`src/rtl/fifo_pkg.sv`:
```
// rtl/fifo_pkg.sv - shared arbitration types and round-robin search helper
package fifo_pkg;

    // Arbiter FSM encoding: idle/arbitrating vs. holding a packet grant
    typedef enum logic {
        ST_IDLE = 1'b0,
        ST_BUSY = 1'b1
    } arb_state_e;

    // Widest requester set the round-robin helper supports
    localparam int RR_MAX   = 16;
    localparam int RR_IDX_W = 4;

    // First set bit of mask strictly after last_idx, searching circularly
    // over the lowest num bits; returns last_idx when nothing else is set
    // (and last_idx itself if it is the only set bit).
    function automatic logic [RR_IDX_W-1:0] rr_next(
        input logic [RR_MAX-1:0]   mask,
        input logic [RR_IDX_W-1:0] last_idx,
        input int unsigned         num
    );
        logic [RR_IDX_W-1:0] pick;
        logic                found;
        logic [RR_MAX-1:0]   shifted;
        int unsigned         idx;
        pick  = last_idx;
        found = 1'b0;
        for (int unsigned off = 1; off <= RR_MAX; off++) begin
            idx     = (32'(last_idx) + off) % num;
            shifted = mask >> idx;
            if (!found && off <= num && shifted[0]) begin
                pick  = RR_IDX_W'(idx);
                found = 1'b1;
            end
        end
        return pick;
    endfunction

endpackage

```
`src/rtl/fifo_wr_arbiter_if.sv`:
```
// rtl/fifo_wr_arbiter_if.sv - requester and FIFO write-port bundle for the arbiter
interface fifo_wr_arbiter_if #(
    parameter int NUM_REQ    = 4,
    parameter int DATA_WIDTH = 8
);
    logic [NUM_REQ-1:0]            req_valid;
    logic [NUM_REQ-1:0]            req_last;
    logic [NUM_REQ*DATA_WIDTH-1:0] req_data;
    logic [NUM_REQ-1:0]            req_ready;
    logic                          fifo_full;
    logic                          wr_en;
    logic [DATA_WIDTH:0]           wr_data;

    // Arbiter side: consumes requester beats, drives the FIFO write port
    modport master (
        input  req_valid, req_last, req_data, fifo_full,
        output req_ready, wr_en, wr_data
    );

    // Environment side: requesters plus the FIFO write controller
    modport slave (
        output req_valid, req_last, req_data, fifo_full,
        input  req_ready, wr_en, wr_data
    );
endinterface

```
`src/rtl/fifo_wr_arbiter_rr_pick.sv`:
```
// rtl/fifo_wr_arbiter_rr_pick.sv - combinational circular priority picker
module rr_pick
    import fifo_pkg::*;
#(
    parameter  int NUM_REQ = 4,
    localparam int IDX_W   = $clog2(NUM_REQ)
) (
    input  logic [NUM_REQ-1:0] mask_i,
    input  logic [IDX_W-1:0]   last_idx_i,
    output logic [IDX_W-1:0]   pick_idx_o,
    output logic               pick_valid_o
);

    logic [RR_MAX-1:0]   mask_ext;
    logic [RR_IDX_W-1:0] last_ext;
    logic [RR_IDX_W-1:0] pick_ext;

    // Widen to the helper's fixed width and search after the last winner
    always_comb begin
        mask_ext = RR_MAX'(mask_i);
        last_ext = RR_IDX_W'(last_idx_i);
        pick_ext = rr_next(mask_ext, last_ext, NUM_REQ);
    end

    assign pick_idx_o   = IDX_W'(pick_ext);
    assign pick_valid_o = |mask_i;

endmodule

```
`src/rtl/fifo_wr_arbiter.sv`:
```
// rtl/fifo_wr_arbiter.sv - packet-locked round-robin arbiter for the async FIFO write port
module fifo_wr_arbiter
    import fifo_pkg::*;
#(
    parameter  int NUM_REQ    = 4,
    parameter  int DATA_WIDTH = 8,
    parameter  int MAX_BEATS  = 16,
    localparam int IDX_W      = $clog2(NUM_REQ),
    localparam int CNT_W      = $clog2(MAX_BEATS + 1)
) (
    input  logic               wr_clk,
    input  logic               wr_rst_n,
    fifo_wr_arbiter_if.master  bus,
    output logic [IDX_W-1:0]   grant_id,
    output logic               busy,
    output logic               err_overlen
);

    arb_state_e       state_q;
    logic [IDX_W-1:0] grant_q;
    logic [CNT_W-1:0] beat_cnt_q;
    logic             err_q;

    logic [IDX_W-1:0] pick_idx;
    logic             pick_valid;
    logic             holding;
    logic             accept;
    logic             beat_last;
    logic             cap_hit;
    logic             pkt_end;

    rr_pick #(
        .NUM_REQ (NUM_REQ)
    ) u_rr_pick (
        .mask_i       (bus.req_valid),
        .last_idx_i   (grant_q),
        .pick_idx_o   (pick_idx),
        .pick_valid_o (pick_valid)
    );

    // Beat acceptance and packet-termination decode for the granted requester
    always_comb begin
        holding   = (state_q == ST_BUSY);
        accept    = holding & bus.req_valid[grant_q] & ~bus.fifo_full;
        beat_last = bus.req_last[grant_q];
        cap_hit   = (beat_cnt_q == CNT_W'(MAX_BEATS - 1));
        pkt_end   = accept & (beat_last | cap_hit);
    end

    // Only the granted requester may see ready, and only while the FIFO has room
    always_comb begin
        bus.req_ready = '0;
        if (holding) begin
            bus.req_ready[grant_q] = ~bus.fifo_full;
        end
    end

    // Write port mux; an over-length packet gets its last bit forced on the capped beat
    always_comb begin
        bus.wr_en   = accept;
        bus.wr_data = {beat_last | cap_hit,
                       bus.req_data[grant_q*DATA_WIDTH +: DATA_WIDTH]};
    end

    // FSM: arbitrate in IDLE, hold the grant until last or the beat cap in BUSY
    always_ff @(posedge wr_clk or negedge wr_rst_n) begin
        if (!wr_rst_n) begin
            state_q    <= ST_IDLE;
            grant_q    <= IDX_W'(NUM_REQ - 1);
            beat_cnt_q <= '0;
            err_q      <= 1'b0;
        end else begin
            case (state_q)
                ST_IDLE: begin
                    if (pick_valid) begin
                        grant_q <= pick_idx;
                        state_q <= ST_BUSY;
                    end
                end
                ST_BUSY: begin
                    if (pkt_end) begin
                        state_q    <= ST_IDLE;
                        beat_cnt_q <= '0;
                        if (!beat_last) begin
                            err_q <= 1'b1;
                        end
                    end else if (accept) begin
                        beat_cnt_q <= beat_cnt_q + 1'b1;
                    end
                end
                default: begin
                    state_q <= ST_IDLE;
                end
            endcase
        end
    end

    assign grant_id    = grant_q;
    assign busy        = holding;
    assign err_overlen = err_q;

endmodule

```
`src/flat_wrapper.sv`:
```
// flat-port wrapper written by rule: the top's interface ports become plain ports
module fifo_wr_arbiter_flat import fifo_pkg::*;
#(
    parameter  int NUM_REQ    = 4,
    parameter  int DATA_WIDTH = 8,
    parameter  int MAX_BEATS  = 16,
    localparam int IDX_W      = $clog2(NUM_REQ),
    localparam int CNT_W      = $clog2(MAX_BEATS + 1)
)
  (wr_clk, wr_rst_n, grant_id, busy, err_overlen, bus_req_valid, bus_req_last, bus_req_data, bus_fifo_full, bus_req_ready, bus_wr_en, bus_wr_data);
  fifo_wr_arbiter_if #(.NUM_REQ(NUM_REQ), .DATA_WIDTH(DATA_WIDTH)) bus_i ();
  input  logic wr_clk;
  input  logic wr_rst_n;
  output logic [IDX_W-1:0] grant_id;
  output logic busy;
  output logic err_overlen;
  input wire logic [$bits(bus_i.req_valid)-1:0] bus_req_valid;
  input wire logic [$bits(bus_i.req_last)-1:0] bus_req_last;
  input wire logic [$bits(bus_i.req_data)-1:0] bus_req_data;
  input wire logic [$bits(bus_i.fifo_full)-1:0] bus_fifo_full;
  output wire logic [$bits(bus_i.req_ready)-1:0] bus_req_ready;
  output wire logic [$bits(bus_i.wr_en)-1:0] bus_wr_en;
  output wire logic [$bits(bus_i.wr_data)-1:0] bus_wr_data;
  assign bus_i.req_valid = bus_req_valid;
  assign bus_i.req_last = bus_req_last;
  assign bus_i.req_data = bus_req_data;
  assign bus_i.fifo_full = bus_fifo_full;
  assign bus_req_ready = bus_i.req_ready;
  assign bus_wr_en = bus_i.wr_en;
  assign bus_wr_data = bus_i.wr_data;
  fifo_wr_arbiter #(.NUM_REQ(NUM_REQ), .DATA_WIDTH(DATA_WIDTH), .MAX_BEATS(MAX_BEATS)) u_core (.wr_clk(wr_clk), .wr_rst_n(wr_rst_n), .bus(bus_i), .grant_id(grant_id), .busy(busy), .err_overlen(err_overlen));
endmodule
```
`config.mk`:
```
export PLATFORM = sky130hd
export DESIGN_NAME = fifo_wr_arbiter_flat
export DESIGN_NICKNAME = d
export VERILOG_FILES = /design/src/rtl/fifo_pkg.sv /design/src/rtl/fifo_wr_arbiter_if.sv /design/src/rtl/fifo_wr_arbiter_rr_pick.sv /design/src/rtl/fifo_wr_arbiter.sv /design/src/flat_wrapper.sv
export SDC_FILE = /design/constraint.sdc
export NUM_CORES = 1
export LEC_CHECK = 0
export ABC_AREA = 1
export CORE_MARGIN = 3
export CORE_UTILIZATION = 41
export CTS_CLUSTER_DIAMETER = 30
export CTS_CLUSTER_SIZE = 28
export DETAILED_ROUTE_END_ITERATION = 16
export HOLD_SLACK_MARGIN = 0.08
export PLACE_DENSITY = 0.87
export SYNTH_ARGS = -nofsm -noshare
export SYNTH_HDL_FRONTEND = slang
export SYNTH_SLANG_ARGS = --single-unit
```
`constraint.sdc`:
```
create_clock -name wr_clk -period 3.7 [get_ports wr_clk]
set_input_delay 0.74 -clock wr_clk [delete_from_list [all_inputs] [get_ports wr_clk]]
set_output_delay 0.74 -clock wr_clk [all_outputs]
set_load 0.01 [all_outputs]
```
==> flow_summary.ini <==
[status]
outcome = finished clean

[worst_setup_path]
cp.arrival_ps = 2350
worstPathBufferInverterCount = 3
worst-setup-path-type = reg -> out
cp.depth = 6
worstPathMaxFanout = 28
critPathMaxStageDelay_ps = 850
worstSetupStartpointType = flop
endpoint_kind = output port
cp.required_ps = 2960
path_cells = inv_6 > nand2_1 > nand3_1 > a21oi_4 > inv_1 > clkdlybuf4s50_1
cp_slowest_cell = dfstp_2
path_delay_family = flip-flops
r2r_cells = 11

[floorplanning]
die-height_um = 56.5
coreArea_mm2 = 0.00232
start_util = 0.451
ios = 61
dieWidth_um = 56.5
dieArea_mm2 = 0.00319
num_rows = 17

[power]
p_sw_frac = 0.501
seq_power_share = 0.199
combPwrFrac = 0.737
static-leakage-power_nw = 0.729
clkPwrFrac = 0.063
powerDensity_mw_per_mm2 = 731
power.internal_mw = 0.603
ir_worst_vdd_v = 0.000513
switchingPower_mw = 0.605

[sta]
period_needed_ps = 3090
finalClockSkew_ps = 3.73
final.period_utilization = 0.836
slew_violations = 0
fin_ws_ps = 609
rsz0062_at_grt = false
hold_violations = 0
slew_headroom = 0.663
tns_ps = 0
fmax_ghz = 0.323
finalSetupViolCount = 0
tightest_slew_ps = 505
holdWs_ps = 465

[global_routing]
grt_pass1_vias = 1207
track_usage = 0.205
grt_overflow = 0
grt_pass1_wl_mm = 5.38
grt_max_degree = 29
antenna_found_initial = 0

[clocking]
cts_tree = built
root_buffer = clkbuf_4
clock_latency_ps = 260
clock_path_buffers = 2
cts_hold_buf = 0
cts.htree.levels = 1
post_cts_buffers = 0
clk_pin_slew_worst_paths_ps = 60
cts_resized = 0
numCtsBuffers = 3
cts.sinks = 9

[placed_design]
dpl_cell_area_mm2 = 0.00163
placedCellCount = 241
pre_cts_ws_ps = 710
port_buffers = 60
place_congestion = 0.760
hpwl_mm = 2.56

[routing]
antenna_left = 0
vias = 1268
drt-total-wl_mm = 3.26
wl_per_cell_um = 13.3
drt_iter0_drc = 39
firstDrtPassIters = 6
drc = 0
viasPerCell = 5.18

[final_layout]
nFillCells = 194
ff_latch_area_um2 = 228
final_cells = 245
nets = 267
antennaDiodeCount = 0
drive_above_1_share = 0.124
fin_area_mm2 = 0.00165
synthToLayoutAreaGrowth_pct = 58.0
multi_input_area_um2 = 689

[job]
maxCapViolCount = 0

[logic_synthesis]
synth_seq_area_share = 0.218
synth.cell_area_mm2 = 0.00105
synth.distinct_cells = 26
netlist_instances = 160
synth_top_area_cell = dfrtp_1
synth.ff_latch_count = 9
avgSynthCellArea_um2 = 6.54
synth_area_leaders = dfrtp_1, nand2_1, nor2_1
synth_top_area_frac = 0.167
synth_warnings = 0
syn_nets = 209

[worst_hold_path]
worst_hold_path_type = reg -> reg
min_path_cells = 1
## state kept, by name (all words and copies together), names as in the netlist
signal and count:
u_core.grant_id 2, u_core.err_overlen 1, u_core.beat_cnt_q 5, u_core.busy 1
## area by class of cell
type / instances / share of cell area
clock buffers: 3 / 0.0136
clock inverters: 1 / 0.00303
inverters: 16 / 0.0394
multi-input cells: 127 / 0.417
flip-flops and latches: 9 / 0.138
well taps: 28 / 0.0212
repair buffers: 61 / 0.368
## worst register-to-register path, delay by kind of cell, from the launching register on
| kind | cells | cell delay (ps) |
|---|---|---|
| fa+ha+maj | 1 | 390 |
| flops | 1 | 850 |
| simple gates | 7 | 560 |
| buf+inv | 3 | 360 |
## metal layers
metal | global-route usage | vias to the layer above | part of all wire
met3 | 0.0483 | 4 | 0.053
met1 | 0.241 | 587 | 0.40
met5 | 0 | - | 0
li1 | - | 641 | -
met2 | 0.375 | 36 | 0.54
met4 | 0.0407 | 0 | 0.012
## cells in the mapped netlist
library cell   n
a21oi_1        3
a21oi_2        3
a21oi_4        1
a31o_1         1
a31oi_1        1
buf_2          3
buf_6          4
clkbuf_1       1
dfrtp_1        7
dfstp_2        2
ha_1           6
inv_1         13
inv_2          2
inv_6          1
nand2_1       30
nand2_2        7
nand3_1       15
nand3_2        3
nor2_1        27
nor2_2         1
o21ai_0       16
o21ai_1        2
o21bai_2       1
o22ai_1        8
o22ai_2        1
xor2_1         1
## kinds of logic (layout without fill, tap and decap cells)
| family | after synthesis | in the layout | synth area share |
|---|---|---|---|
| buffers and inverters | 24 | 81 | 0.123 |
| flip-flops | 9 | 9 | 0.218 |
| adder cells (fa/ha/maj) | 6 | 6 | 0.0718 |
| AO/OA/AOI/OAI | 37 | 37 | 0.226 |
| AND/OR/NAND/NOR | 83 | 83 | 0.353 |
| XOR/XNOR | 1 | 1 | 0.00837 |
## power by group through the flow
stage / registers [mW] / clock network, mW / logic, mW
after CTS: 0.240 / 0.0782 / 0.891
after detailed placement: 0.241 / 0 / 0.887
final: 0.241 / 0.0763 / 0.891
after floorplan: 0.191 / 0 / 0.636
after global routing: 0.255 / 0.0884 / 0.981
after global placement: 0.239 / 0 / 0.846
## per-stage QoR
step	total power, mW	util
finish	1.21	0.713
global route	1.32	0.713
CTS	1.21	0.713
detailed placement	1.13	0.701
global placement	1.08	0.701
floorplan	0.827	-
## layout by cell type, fill, tap and decap left out, types with 2 or more instances in the layout
master	synthesis	layout
nand2_1	30	30
a21oi_2	3	3
nand2_2	7	7
o22ai_1	8	8
ha_1	6	6
o21ai_0	16	16
dfstp_2	2	2
nand3_1	15	15
nor2_1	27	27
nand3_2	3	3
a21oi_1	3	3
clkbuf_4	0	3
clkdlybuf4s50_1	0	60
o21ai_1	2	2
dfrtp_1	7	7
inv_1	13	13
inv_2	2	2
## final timing paths
check	start	endpoint	slack, ps
min in group asynchronous	wr_rst_n	u_core.beat_cnt_q[2]$_DFFE_PN0P_	760
hold / removal	u_core.err_overlen$_DFFE_PN0P_	u_core.err_overlen$_DFFE_PN0P_	460
setup / recovery	u_core.grant_id[0]$_DFFE_PN1P_	bus_wr_data[8]	610
max in group asynchronous	wr_rst_n	u_core.grant_id[1]$_DFFE_PN1P_	2630
setup reg to reg	u_core.grant_id[0]$_DFFE_PN1P_	u_core.grant_id[0]$_DFFE_PN1P_	1480
hold reg to reg	u_core.err_overlen$_DFFE_PN0P_	u_core.err_overlen$_DFFE_PN0P_	460
Note: power is estimated with default switching activity, not from simulation.
